$ cat src/rtl/alarm_clock_pkg.sv
// Shared types and constants for the alarm clock controller.
// Also holds the minute-addition helper used by the ALARM_SNOOZE_EN snooze path.
package alarm_clock_pkg;

  localparam int HOUR_W = 5;
  localparam int MIN_W  = 6;

  localparam logic [HOUR_W-1:0] HOUR_MAX = 5'd23;
  localparam logic [MIN_W-1:0]  MIN_MAX  = 6'd59;
  localparam logic [MIN_W-1:0]  SEC_MAX  = 6'd59;

  typedef enum logic [1:0] {
    MODE_RUN       = 2'b00,
    MODE_SET_TIME  = 2'b01,
    MODE_SET_ALARM = 2'b10
  } mode_e;

  typedef struct packed {
    logic [HOUR_W-1:0] hour;
    logic [MIN_W-1:0]  min;
  } hm_t;

  // Adds k minutes (k <= 59) with carry into the hour, wrapping at midnight.
  function automatic hm_t add_minutes(input hm_t t, input logic [MIN_W-1:0] k);
    logic [MIN_W:0] sum;
    hm_t            r;
    sum = {1'b0, t.min} + {1'b0, k};
    r   = t;
    if (sum > {1'b0, MIN_MAX}) begin
      r.min  = MIN_W'(sum - 7'd60);
      r.hour = (t.hour == HOUR_MAX) ? '0 : t.hour + 5'd1;
    end else begin
      r.min = sum[MIN_W-1:0];
    end
    return r;
  endfunction

endpackage

$ cat src/rtl/clock_time_counter.sv
// HH:MM:SS time-of-day registers with a tick carry chain and manual field increments.
// zero_sec pulses for one cycle after a tick rolls seconds over to zero.
module clock_time_counter
  import alarm_clock_pkg::*;
(
  input  logic              clk,
  input  logic              rst,
  input  logic              tick_en,
  input  logic              inc_hour,
  input  logic              inc_min,
  output logic [HOUR_W-1:0] hour,
  output logic [MIN_W-1:0]  min,
  output logic [MIN_W-1:0]  sec,
  output logic              zero_sec
);

  // NOTE: state registers use non-blocking assignments so every update sees pre-edge values.
  always_ff @(posedge clk) begin
    if (rst) begin
      hour     <= '0;
      min      <= '0;
      sec      <= '0;
      zero_sec <= 1'b0;
    end else begin
      zero_sec <= 1'b0;
      if (tick_en) begin
        if (sec == SEC_MAX) begin
          sec      <= '0;
          zero_sec <= 1'b1;
          if (min == MIN_MAX) begin
            min  <= '0;
            hour <= (hour == HOUR_MAX) ? '0 : hour + 5'd1;
          end else begin
            min <= min + 6'd1;
          end
        end else begin
          sec <= sec + 6'd1;
        end
      end else begin
        // Manual edits never carry and never raise zero_sec, so they cannot ring.
        if (inc_hour) hour <= (hour == HOUR_MAX) ? '0 : hour + 5'd1;
        if (inc_min) begin
          min <= (min == MIN_MAX) ? '0 : min + 6'd1;
          sec <= '0;
        end
      end
    end
  end

endmodule

$ cat src/rtl/alarm_clock_ctrl.sv
// Alarm clock sequencer: mode FSM, alarm registers, ring control and display mux.
// Define ALARM_SNOOZE_EN to build the snooze target registers and btn_snooze handling.
module alarm_clock_ctrl
  import alarm_clock_pkg::*;
#(
  parameter int RING_TIMEOUT_S = 60,
  parameter int SNOOZE_MIN     = 9
) (
  input  logic              clk,
  input  logic              rst,
  input  logic              tick_1hz,
  input  logic              btn_mode,
  input  logic              btn_hour,
  input  logic              btn_min,
  input  logic              btn_alarm,
  input  logic              btn_snooze,
  output logic [HOUR_W-1:0] disp_hour,
  output logic [MIN_W-1:0]  disp_min,
  output logic [MIN_W-1:0]  disp_sec,
  output logic [1:0]        mode,
  output logic              alarm_armed,
  output logic              alarm_ring,
  output logic              blink
);

  localparam logic [7:0] RING_LIMIT = 8'(RING_TIMEOUT_S);

  mode_e             mode_q, mode_d;
  logic [HOUR_W-1:0] t_hour, al_hour, cmp_hour;
  logic [MIN_W-1:0]  t_min, t_sec, al_min, cmp_min;
  logic              zero_sec, tick_en, set_hour, set_min, al_inc_hour, al_inc_min;
  logic              armed_q, ring_q, blink_q, match_hit, ring_start, snooze_req;
  logic [7:0]        ring_cnt;

  // NOTE: mode_d gets its default first so no path through the case leaves it unassigned.
  always_comb begin
    mode_d = mode_q;
    case (mode_q)
      MODE_RUN:       if (btn_mode) mode_d = MODE_SET_TIME;
      MODE_SET_TIME:  if (btn_mode) mode_d = MODE_SET_ALARM;
      MODE_SET_ALARM: if (btn_mode) mode_d = MODE_RUN;
      default:        mode_d = MODE_RUN;
    endcase
  end

  always_ff @(posedge clk) begin
    if (rst) begin
      mode_q  <= MODE_RUN;
      blink_q <= 1'b1;
    end else begin
      mode_q <= mode_d;
      if (mode_d != mode_q || mode_q == MODE_RUN) blink_q <= 1'b1;
      else if (tick_1hz)                          blink_q <= ~blink_q;
    end
  end

  // A mode change in the same cycle suppresses the field buttons.
  assign tick_en     = tick_1hz && (mode_q != MODE_SET_TIME);
  assign set_hour    = btn_hour && !btn_mode && (mode_q == MODE_SET_TIME);
  assign set_min     = btn_min  && !btn_mode && (mode_q == MODE_SET_TIME);
  assign al_inc_hour = btn_hour && !btn_mode && (mode_q == MODE_SET_ALARM);
  assign al_inc_min  = btn_min  && !btn_mode && (mode_q == MODE_SET_ALARM);

  clock_time_counter u_time (
    .clk      (clk),
    .rst      (rst),
    .tick_en  (tick_en),
    .inc_hour (set_hour),
    .inc_min  (set_min),
    .hour     (t_hour),
    .min      (t_min),
    .sec      (t_sec),
    .zero_sec (zero_sec)
  );

  always_ff @(posedge clk) begin
    if (rst) begin
      al_hour <= '0;
      al_min  <= '0;
    end else begin
      if (al_inc_hour) al_hour <= (al_hour == HOUR_MAX) ? '0 : al_hour + 5'd1;
      if (al_inc_min)  al_min  <= (al_min  == MIN_MAX)  ? '0 : al_min + 6'd1;
    end
  end

`ifdef ALARM_SNOOZE_EN
  logic snz_pend;
  hm_t  snz_tgt;

  assign snooze_req = btn_snooze && ring_q && !btn_alarm;
  assign cmp_hour   = snz_pend ? snz_tgt.hour : al_hour;
  assign cmp_min    = snz_pend ? snz_tgt.min  : al_min;

  always_ff @(posedge clk) begin
    if (rst) begin
      snz_pend <= 1'b0;
      snz_tgt  <= '0;
    end else if ((btn_alarm && !ring_q && armed_q) || al_inc_hour || al_inc_min) begin
      snz_pend <= 1'b0;
    end else if (snooze_req) begin
      snz_pend <= 1'b1;
      snz_tgt  <= add_minutes('{hour: t_hour, min: t_min}, MIN_W'(SNOOZE_MIN));
    end else if (ring_start) begin
      snz_pend <= 1'b0;
    end
  end
`else
  logic unused_snooze;
  assign unused_snooze = btn_snooze;
  assign snooze_req    = 1'b0;
  assign cmp_hour      = al_hour;
  assign cmp_min       = al_min;
`endif

  assign match_hit  = zero_sec && armed_q && (mode_q != MODE_SET_TIME) &&
                      (t_hour == cmp_hour) && (t_min == cmp_min);
  assign ring_start = !btn_alarm && !snooze_req && !ring_q && match_hit;

  // btn_alarm outranks snooze, which outranks the timeout.
  always_ff @(posedge clk) begin
    if (rst) begin
      armed_q  <= 1'b0;
      ring_q   <= 1'b0;
      ring_cnt <= '0;
    end else if (btn_alarm) begin
      if (ring_q) begin
        ring_q   <= 1'b0;
        armed_q  <= 1'b0;
        ring_cnt <= '0;
      end else begin
        armed_q <= ~armed_q;
      end
    end else if (snooze_req) begin
      ring_q   <= 1'b0;
      ring_cnt <= '0;
    end else if (ring_q) begin
      if (tick_1hz) begin
        if (ring_cnt == RING_LIMIT - 8'd1) begin
          ring_q   <= 1'b0;
          ring_cnt <= '0;
        end else begin
          ring_cnt <= ring_cnt + 8'd1;
        end
      end
    end else if (ring_start) begin
      ring_q   <= 1'b1;
      ring_cnt <= '0;
    end
  end

  assign disp_hour   = (mode_q == MODE_SET_ALARM) ? al_hour : t_hour;
  assign disp_min    = (mode_q == MODE_SET_ALARM) ? al_min  : t_min;
  assign disp_sec    = (mode_q == MODE_SET_ALARM) ? '0      : t_sec;
  assign mode        = mode_q;
  assign alarm_armed = armed_q;
  assign alarm_ring  = ring_q;
  assign blink       = blink_q;

endmodule

$ cat config.mk
export PLATFORM = sky130hd
export DESIGN_NAME = alarm_clock_ctrl
export DESIGN_NICKNAME = d
export VERILOG_FILES = /design/src/rtl/alarm_clock_pkg.sv /design/src/rtl/clock_time_counter.sv /design/src/rtl/alarm_clock_ctrl.sv
export SDC_FILE = /design/constraint.sdc
export NUM_CORES = 1
export LEC_CHECK = 0
export BUFFER_PORTS_ARGS = -buffer_cell sky130_fd_sc_hd__buf_2
export CELL_PAD_IN_SITES_DETAIL_PLACEMENT = 0
export CELL_PAD_IN_SITES_GLOBAL_PLACEMENT = 1
export CORE_UTILIZATION = 30
export CTS_CLUSTER_DIAMETER = 30
export DETAILED_ROUTE_END_ITERATION = 8
export PLACE_DENSITY_LB_ADDON = 0.1
export SKIP_CTS_REPAIR_TIMING = 1
export SKIP_LAST_GASP = 1
export SYNTH_ARGS = -nofsm -noshare
export SYNTH_HDL_FRONTEND = slang
export SYNTH_SLANG_ARGS = --single-unit
$ cat constraint.sdc
create_clock -name clk -period 2.5 [get_ports clk]
set_input_delay 0.25 -clock clk [delete_from_list [all_inputs] [get_ports clk]]
set_output_delay 0.25 -clock clk [all_outputs]
set_load 0.01 [all_outputs]
# Word level (Yosys, flattened, before mapping)
# Index checks and enable logic that the tools add are counted.
# word_totals
reg_bits	42
output_inout_bits	22
# op_classes
eq_ne	16
bitwise	3
n_mux	33
add_sub_neg	6
n_reduce_logical	27
# ops
op	n
$mux 6	10
$mux 8	6
$mux 5	7
$add 6x1->6 const B	3
$eq 6x6->1 const B	3
$logic_and 1x1->1	13
$add 5x1->5 const B	2
$eq 5x5->1 const B	2
$add 8x1->8 const B	1
$eq 8x6->1 const B	1
$ne 2x1->1 const B	4
$eq 6x6->1	1
$mux 1	6
$mux 2	3
$pmux 2 s3	1
$reduce_and 3->1	2
$reduce_bool 2->1	3
$reduce_or 2->1	3
$eq 5x5->1	1
$logic_not 1->1	3
$ne 3x3->1 const B	1
$not 1->1	3
$eq 2x1->1 const B	1
$eq 2x2->1 const B	1
other kinds (4)	4

# Logic depth before layout (Yosys ltp)
# Gate-level depths: netlist of run 1.
# logic_depth
depth_word	8
mapped_depth	7
mapped_depth_nobuf	6

# Modules after synthesis
# From an unflattened synthesis of run 1, not the netlist that was laid out.
# hier_totals
hier_cells	283
area_unflattened_um2	2601.2
# modules_own_cells
mod	area_per_inst_um2	instances	cells_each	seq_area_each_um2
alarm_clock_ctrl	1599.0	1	173	480.5
clock_time_counter	1002.2	1	110	360.3

# Worst setup path before layout of run 1
# OpenSTA, ideal clock, no wires.
# synth_path
path_type	reg-to-output
startpoint	reg mode_q[0], in the netlist mode[0]
endpoint	out disp_min[3]
required_time_ns	2.250
path_stages_with_launch	5
n_path_buf	2
arrival_ns	1.539
setup_slack_ns	0.711
cell_sequence	dfxtp_1 -> nand2b_1 -> clkbuf_1 -> buf_2 -> mux2_2
# synth_via
elab_chain_cells	2
# synth_rtl
item	line	source
from (decl)	alarm_clock_ctrl.sv:28	mode_e mode_q, mode_d;
from (signal assigned)	alarm_clock_ctrl.sv:51	mode_q <= mode_d;
$eq 2x2->1	alarm_clock_ctrl.sv:152	assign disp_min = (mode_q == MODE_SET_ALARM) ? al_min : t_min;
$mux 6	alarm_clock_ctrl.sv:152	
to (decl)	alarm_clock_ctrl.sv:18	output logic [MIN_W-1:0] disp_min,
# No other way between the ends.

# Worst setup path in the final report of run 1
# layout_path
startpoint	reg mode_q[0], in the netlist mode[0]
endpoint	out disp_min[2]
# Same word-level chain as after synthesis.

==> impl_results.md, run 1 <==
* Final Routed Wirelength at 5771 um
* DR WL/cell at 14.14 um
* FF+latch count, synth at 42
* Xor/xnor share of the synthesized area at 8.741%
* RSZ-0062 raised after global routing: no
* Async set-reset flop share out of synthesis at 0%
* Status: complete, no violations
* Avg Cell Area, Syn at 8.841 sq um
* Ys flop type: dfxtp_1
* Fin crit period at 1.974 ns
* Global-route wire length before repair at 9832 um
* Final Hold Viols at 0
* Initial antenna violation count at 0
* Worst-Skew Late Latency at 0.29 ns
* Max cap viols at 0
* Placer Congestion at 0.6741
* Normalized max-slew margin at 60.96%
* CP Launch Type: register
* Starting density of the core at 31.12%
* WS Path Type: register to output pin
* Root buffer cell: clkbuf_8
* Largest delay contributor family on the critical path: flip-flops
* Syn Inst Count at 272
* I/O Pins at 30
* Crit. End Element: output pin
* CP cell instances: nand2b_1 > buf_4 > mux2_2 > buf_2
* Clock transition at path regs at 0.09 ns
* HP Class: input pin to register
* H-Tree Depth at 2
* Buffers & Inverters on Critical Path at 2
* DRC violations left at 0
* Critical Path RT at 2.25 ns
* Main combinational cell family by area after synthesis: simple AND/OR/NAND/NOR gates
* Synth cell types at 49
* Hold_ws at 0.1623 ns
* Compound-Gate Fraction of Synth Area at 15.40%
* Via Count at 2036
* Fraction of the mapped netlist area in adder cells at 3.122%
* Area Growth Syn to Fin at 16.65%
* Final setup vio count at 0
* Core outline area at 7727 sq um
* Row cnt at 32
* Fin Setup TNS at 0 ns
* Clock Sinks at 42
* Met2 Use GR at 22.43%
* Leak at 0.001127 uW
* Number of port buffers at 28
* Worst vdd ir at 0.2054 mV
* Slowest stage delay, CP at 0.46 ns
* Pre-antenna DRT Iters at 4
* GRT Max-Usage Layer: met2
* CTS Buffer Depth at 2
* Total GRT Usage at 14.70%
* Mapped Area at 2405 sq um
* Layout cells sized above 1 at 23.20%
* Least-Margin Pin Slew at 0.5857 ns
* Slew Limit Fails at 0
* Initial detailed-routing violation count at 95
* Synth Net Count at 286
* Met3 Use GR at 2.596%
* Period Utilization, post-route at 78.94%
* Sequential area share after synthesis at 34.96%
* Post-Synth Simple-Gate Area at 26.43%
* Final ANT Viol Nets at 0
* Num CTS Buffers at 5
* Die area at 8378 sq um
* Power Dens Cells at 490.8 nW/um^2
* Die span in y at 91.53 um
* Maximum clock frequency at 506.7 MHz
* Number of synthesized flops with an enable pin at 0
* Max FO, Critical Path at 19
* Fraction of synthesized area in multiplexers at 8.117%
* CTS tree: yes
* HPWL Detailed at 4064 um
* Critical path's slowest cell: dfxtp_1
* Die X at 91.53 um
* Number of global-route vias before repair at 2000
* GR Overflow Total at 0
* Crit path DAT at 1.72 ns
* Antenna Cells at 0
* Vias per cell at 4.990
* Clk_skew at 0.003560 ns
* Final #Nets at 319
* Pin count of the biggest net entering global routing at 33
* Grt met1 use at 21.24%
* Ys Warns at 0
## state kept, by name, indices dropped and copies added (netlist names), 2 cells and up
name         flops
al_min           6
ring_cnt         8
u_time.hour      5
u_time.min       6
mode             2
u_time.sec       6
al_hour          5
## cell type report
type / instances / area, sq um
Multi-Input combinational cell: 212 / 1486
Fill cell: 792 / 4922
Inverter: 5 / 18.77
Clock inverter: 3 / 40.04
Tap cell: 102 / 127.6
Clock buffer: 5 / 68.82
Timing Repair Buffer: 39 / 222.7
Sequential cell: 42 / 840.8
## worst paths after layout
kind	from	endpoint	slack, ns	depth (start not counted)
worst max-delay path	mode[0]	disp_min[2]	0.53	4
worst min-delay path	btn_alarm	alarm_ring	0.16	2
worst max register to register	mode[0]	u_time.min[2]	0.58	5
worst min register to register	ring_cnt[1]	ring_cnt[1]	0.50	2
## routing by layer
metal | vias up | share of wire, %
li1 | 1047 | -
met1 | 950 | 54
met2 | 35 | 42
met3 | 4 | 3.5
met4 | 0 | 0.83
met5 | - | 0
## metrics by stage
| step | std cells | total power [uW] | worst slack (ns) | instance area (sq um) | utilization [%] |
|---|---|---|---|---|---|
| global route | 408 | 1451 | 0.3652 | 2805 | 36.30 |
| global placement | 400 | 849.8 | 0.5396 | 2696 | 34.89 |
| detailed placement | 400 | 848.9 | 0.5486 | 2696 | 34.89 |
| CTS | 408 | 1409 | 0.4927 | 2805 | 36.30 |
| floorplan | 272 | 801.0 | 0.7110 | 2405 | - |
| finish | 408 | 1377 | 0.5264 | 2805 | 36.30 |
## placed cells by master (no fill, tap or decap), types with 6 or more instances in the layout
| master | n |
|---|---|
| dfxtp_1 | 42 |
| nor2_1 | 29 |
| buf_2 | 28 |
| a21oi_1 | 17 |
| nand2_1 | 16 |
| xor2_1 | 16 |
| mux2_2 | 12 |
| nand3_1 | 11 |
| buf_4 | 11 |
| o21ai_0 | 10 |
| nor3_1 | 9 |
| and2_1 | 8 |
| xnor2_1 | 8 |
| mux2i_1 | 6 |
| ha_1 | 6 |
## kinds of logic after synthesis
kind of cell | Yosys count
flops | 42
fa+ha+maj | 6
mux | 18
compound gates | 53
buf+inv | 18
simple gates | 111
xor+xnor | 24
## Yosys cell counts, types with 3 or more instances
cell type / count / share of area [%]
dfxtp_1: 42 / 35
nor2_1: 29 / 4.5
a21oi_1: 17 / 3.5
nand2_1: 16 / 2.5
xor2_1: 16 / 5.8
mux2_2: 12 / 5.6
nand3_1: 11 / 2.3
o21ai_0: 10 / 2.1
nor3_1: 9 / 1.9
and2_1: 8 / 2.1
xnor2_1: 8 / 2.9
clkbuf_1: 7 / 1.1
ha_1: 6 / 3.1
mux2i_1: 6 / 2.5
buf_2: 5 / 1.0
inv_1: 5 / 0.78
nand2b_1: 5 / 1.3
nand4_1: 5 / 1.3
and3_1: 4 / 1.0
a211o_1: 3 / 1.1
a211oi_1: 3 / 0.94
nand4b_1: 3 / 1.1
nor2b_1: 3 / 0.78
nor4bb_1: 3 / 1.2
o221a_1: 3 / 1.4
## power breakdown
| part | total [uW] | internal (uW) | switching (uW) |
|---|---|---|---|
| Clock | 546 | 295 | 252 |
| Combinational | 135 | 55.1 | 79.6 |
| Sequential | 696 | 680 | 15.8 |
| Total | 1380 | 1030 | 347 |
No activity file was read; power rests on OpenSTA's default activity.
==> inputs of run 2 (changes only) <==
==> constraint.sdc (replaced) <==
create_clock -name clk -period 1.59 [get_ports clk]
set_input_delay 0.159 -clock clk [delete_from_list [all_inputs] [get_ports clk]]
set_output_delay 0.159 -clock clk [all_outputs]
set_load 0.01 [all_outputs]
==> run 2 against run 1 <==
- the flow now finishes with violations (setup timing)
- non-clock buffer count rose by 64
- setup slack got worse by 0.68 ns
- power rose by 72%
- critical endpoint is now ring_cnt[6]
- worst hold slack got worse by 0.028 ns
- clock power grew 58%
- largest cell class unchanged
- clock-buffer cell count stayed put
- critical path type is now register to register
- global-route usage rose by 2.2 points
- via count increased by 14%
- routed wire length is 24% higher
==> impl_results.md, run 2 (synthesis results as in run 1) <==
* Status: complete, but fails checks
* Failing checks: setup timing
* Pre-antenna DRT Iters at 4
* Die area at 8378 sq um
* Period Utilization, post-route at 109.7%
* Final Hold Viols at 0
* Number of global-route vias before repair at 2286
* HPWL Detailed at 4944 um
* Biggest register: ring_cnt
* Die span in y at 91.53 um
* Core outline area at 7727 sq um
* RSZ-0062 raised after global routing: yes
* PnR worst setup slack at -0.1543 ns
* Most frequent cells in the layout: 57 x buf_4, 37 x dfxtp_1, 31 x buf_6
* Worst vdd ir at 0.5533 mV
* Layout cells sized above 1 at 48.11%
* Commonest non-fill, non-tap cell in the layout: buf_4
* Final Routed Wirelength at 7158 um
* Post-route cell area at 3776 sq um
* Total GRT Usage at 16.90%
* WS Path Type: register to register
* Vias per cell at 4.907
* Pwr Total at 2364 uW
* Critical Path RT at 1.82 ns
* Root buffer cell: clkbuf_8
* Final #Nets at 383
* Most used cell, CP: buf_6
* DR WL/cell at 15.17 um
* Starting density of the core at 31.12%
* CP cell instances: buf_6 > nor2b_4 > nor4b_4 > nand4_1 > buf_6 > a211o_1 > a211oi_2
* Global-route wire length before repair at 11220 um
* Num CTS Buffers at 5
* Slowest stage delay, CP at 0.34 ns
* I/O Pins at 30
* Leak at 0.001610 uW
* Crit path DAT at 1.97 ns
* Crit. End Element: register
* CTS Buffer Depth at 2
* Cell depth of the worst setup path at 7
* Critical path's slowest cell: dfxtp_2
* DRC violations left at 0
* Clock transition at path regs at 0.09 ns
* H-Tree Depth at 2
* Buffers & Inverters on Critical Path at 2
* Least-Margin Pin Slew at 0.4048 ns
* CP Launch Type: register
* Max cap viols at 0
* Worst r2r path cells at 7
* Clk_skew at 0.008524 ns
* Max FO, Critical Path at 6
* Largest delay contributor family on the critical path: simple AND/OR/NAND/NOR gates
* Power Dens Cells at 626.0 nW/um^2
* Area Growth Syn to Fin at 57.02%
* Worst-Skew Late Latency at 0.30 ns
* Clock Sinks at 42
* Normalized max-slew margin at 72.95%
* Pin count of the biggest net entering global routing at 20
* Maximum clock frequency at 573.3 MHz
* Largest register FFs at 8
* Number of port buffers at 28
* Worst Hold Depth at 3
* Row cnt at 32
* Layout fillers at 768
* Final setup vio count at 41
* CTS tree: yes
* GR Overflow Total at 0
* Placer Congestion at 0.7552
* Die X at 91.53 um
* Antenna Cells at 0
* Via Count at 2316
* Initial antenna violation count at 0
* Initial detailed-routing violation count at 41
* Placed Area at 3110 sq um
* Fin crit period at 1.744 ns
* Slew Limit Fails at 0
* Final ANT Viol Nets at 0
* HP Class: input pin to register
run 2: changes by cell type in the layout (fill, tap and decap cells not counted), moves of 8 or more:
cell,previous run,this run
buf_4,11,57
mux2_4,0,12
a21oi_1,17,9
buf_2,28,12
buf_6,0,31
mux2_2,12,0
run 2: per-layer routing:
layer,part of all wire [%],global-route usage [%]
met3,2.9,3.015
met4,1.5,5.820
met1,51,22.88
met2,45,26.82
met5,0,0
run 2: per-stage QoR:
| step | hold slack, ns | setup WS, ns | utilization (%) | std cells | setup TNS, ns |
|---|---|---|---|---|---|
| after floorplan | 0.2375 | -0.05240 | - | 272 | -0.1014 |
| after global placement | 0.4512 | -0.2373 | 40.25 | 453 | -3.399 |
| after detailed placement | 0.4546 | -0.2939 | 40.25 | 453 | -4.045 |
| after CTS | 0.1206 | -0.3476 | 41.66 | 461 | -9.553 |
| after global routing | 0.1373 | -0.2504 | 48.87 | 472 | -6.231 |
| final | 0.1345 | -0.1543 | 48.87 | 472 | -2.850 |
run 2: final timing paths:
path	to	start	slack, ns
max	ring_cnt[6]	mode[0]	-0.15
min	alarm_ring	btn_alarm	0.13
max reg2reg	ring_cnt[6]	mode[0]	-0.15
min reg2reg	ring_cnt[1]	ring_cnt[1]	0.51
run 2: cell type report:
class / count / area, sq um / area share [%]
multi-input cells: 212 / 1777 / 47.05
flip-flops and latches: 42 / 847.1 / 22.43
clock buffers: 5 / 68.82 / 1.822
repair buffers: 103 / 897.1 / 23.76
clock inverters: 3 / 40.04 / 1.060
well taps: 102 / 127.6 / 3.380
inverters: 5 / 18.77 / 0.4970
run 2: power breakdown:
group          total [uW]  leakage, uW  internal [uW]  switching (uW)
clock                 860    0.0000579            463             397
combinational         416      0.00121            215             201
sequential           1090     0.000341           1070            16.8
total                2360      0.00161           1750             614
run 2: worst register-to-register path: stages, from the launching register on:
cell and delay (ns):
dfxtp_2 0.34, buf_6 0.11, nor2b_4 0.12, nor4b_4 0.28, nand4_1 0.18, buf_6 0.18
a211o_1 0.27, a211oi_2 0.18
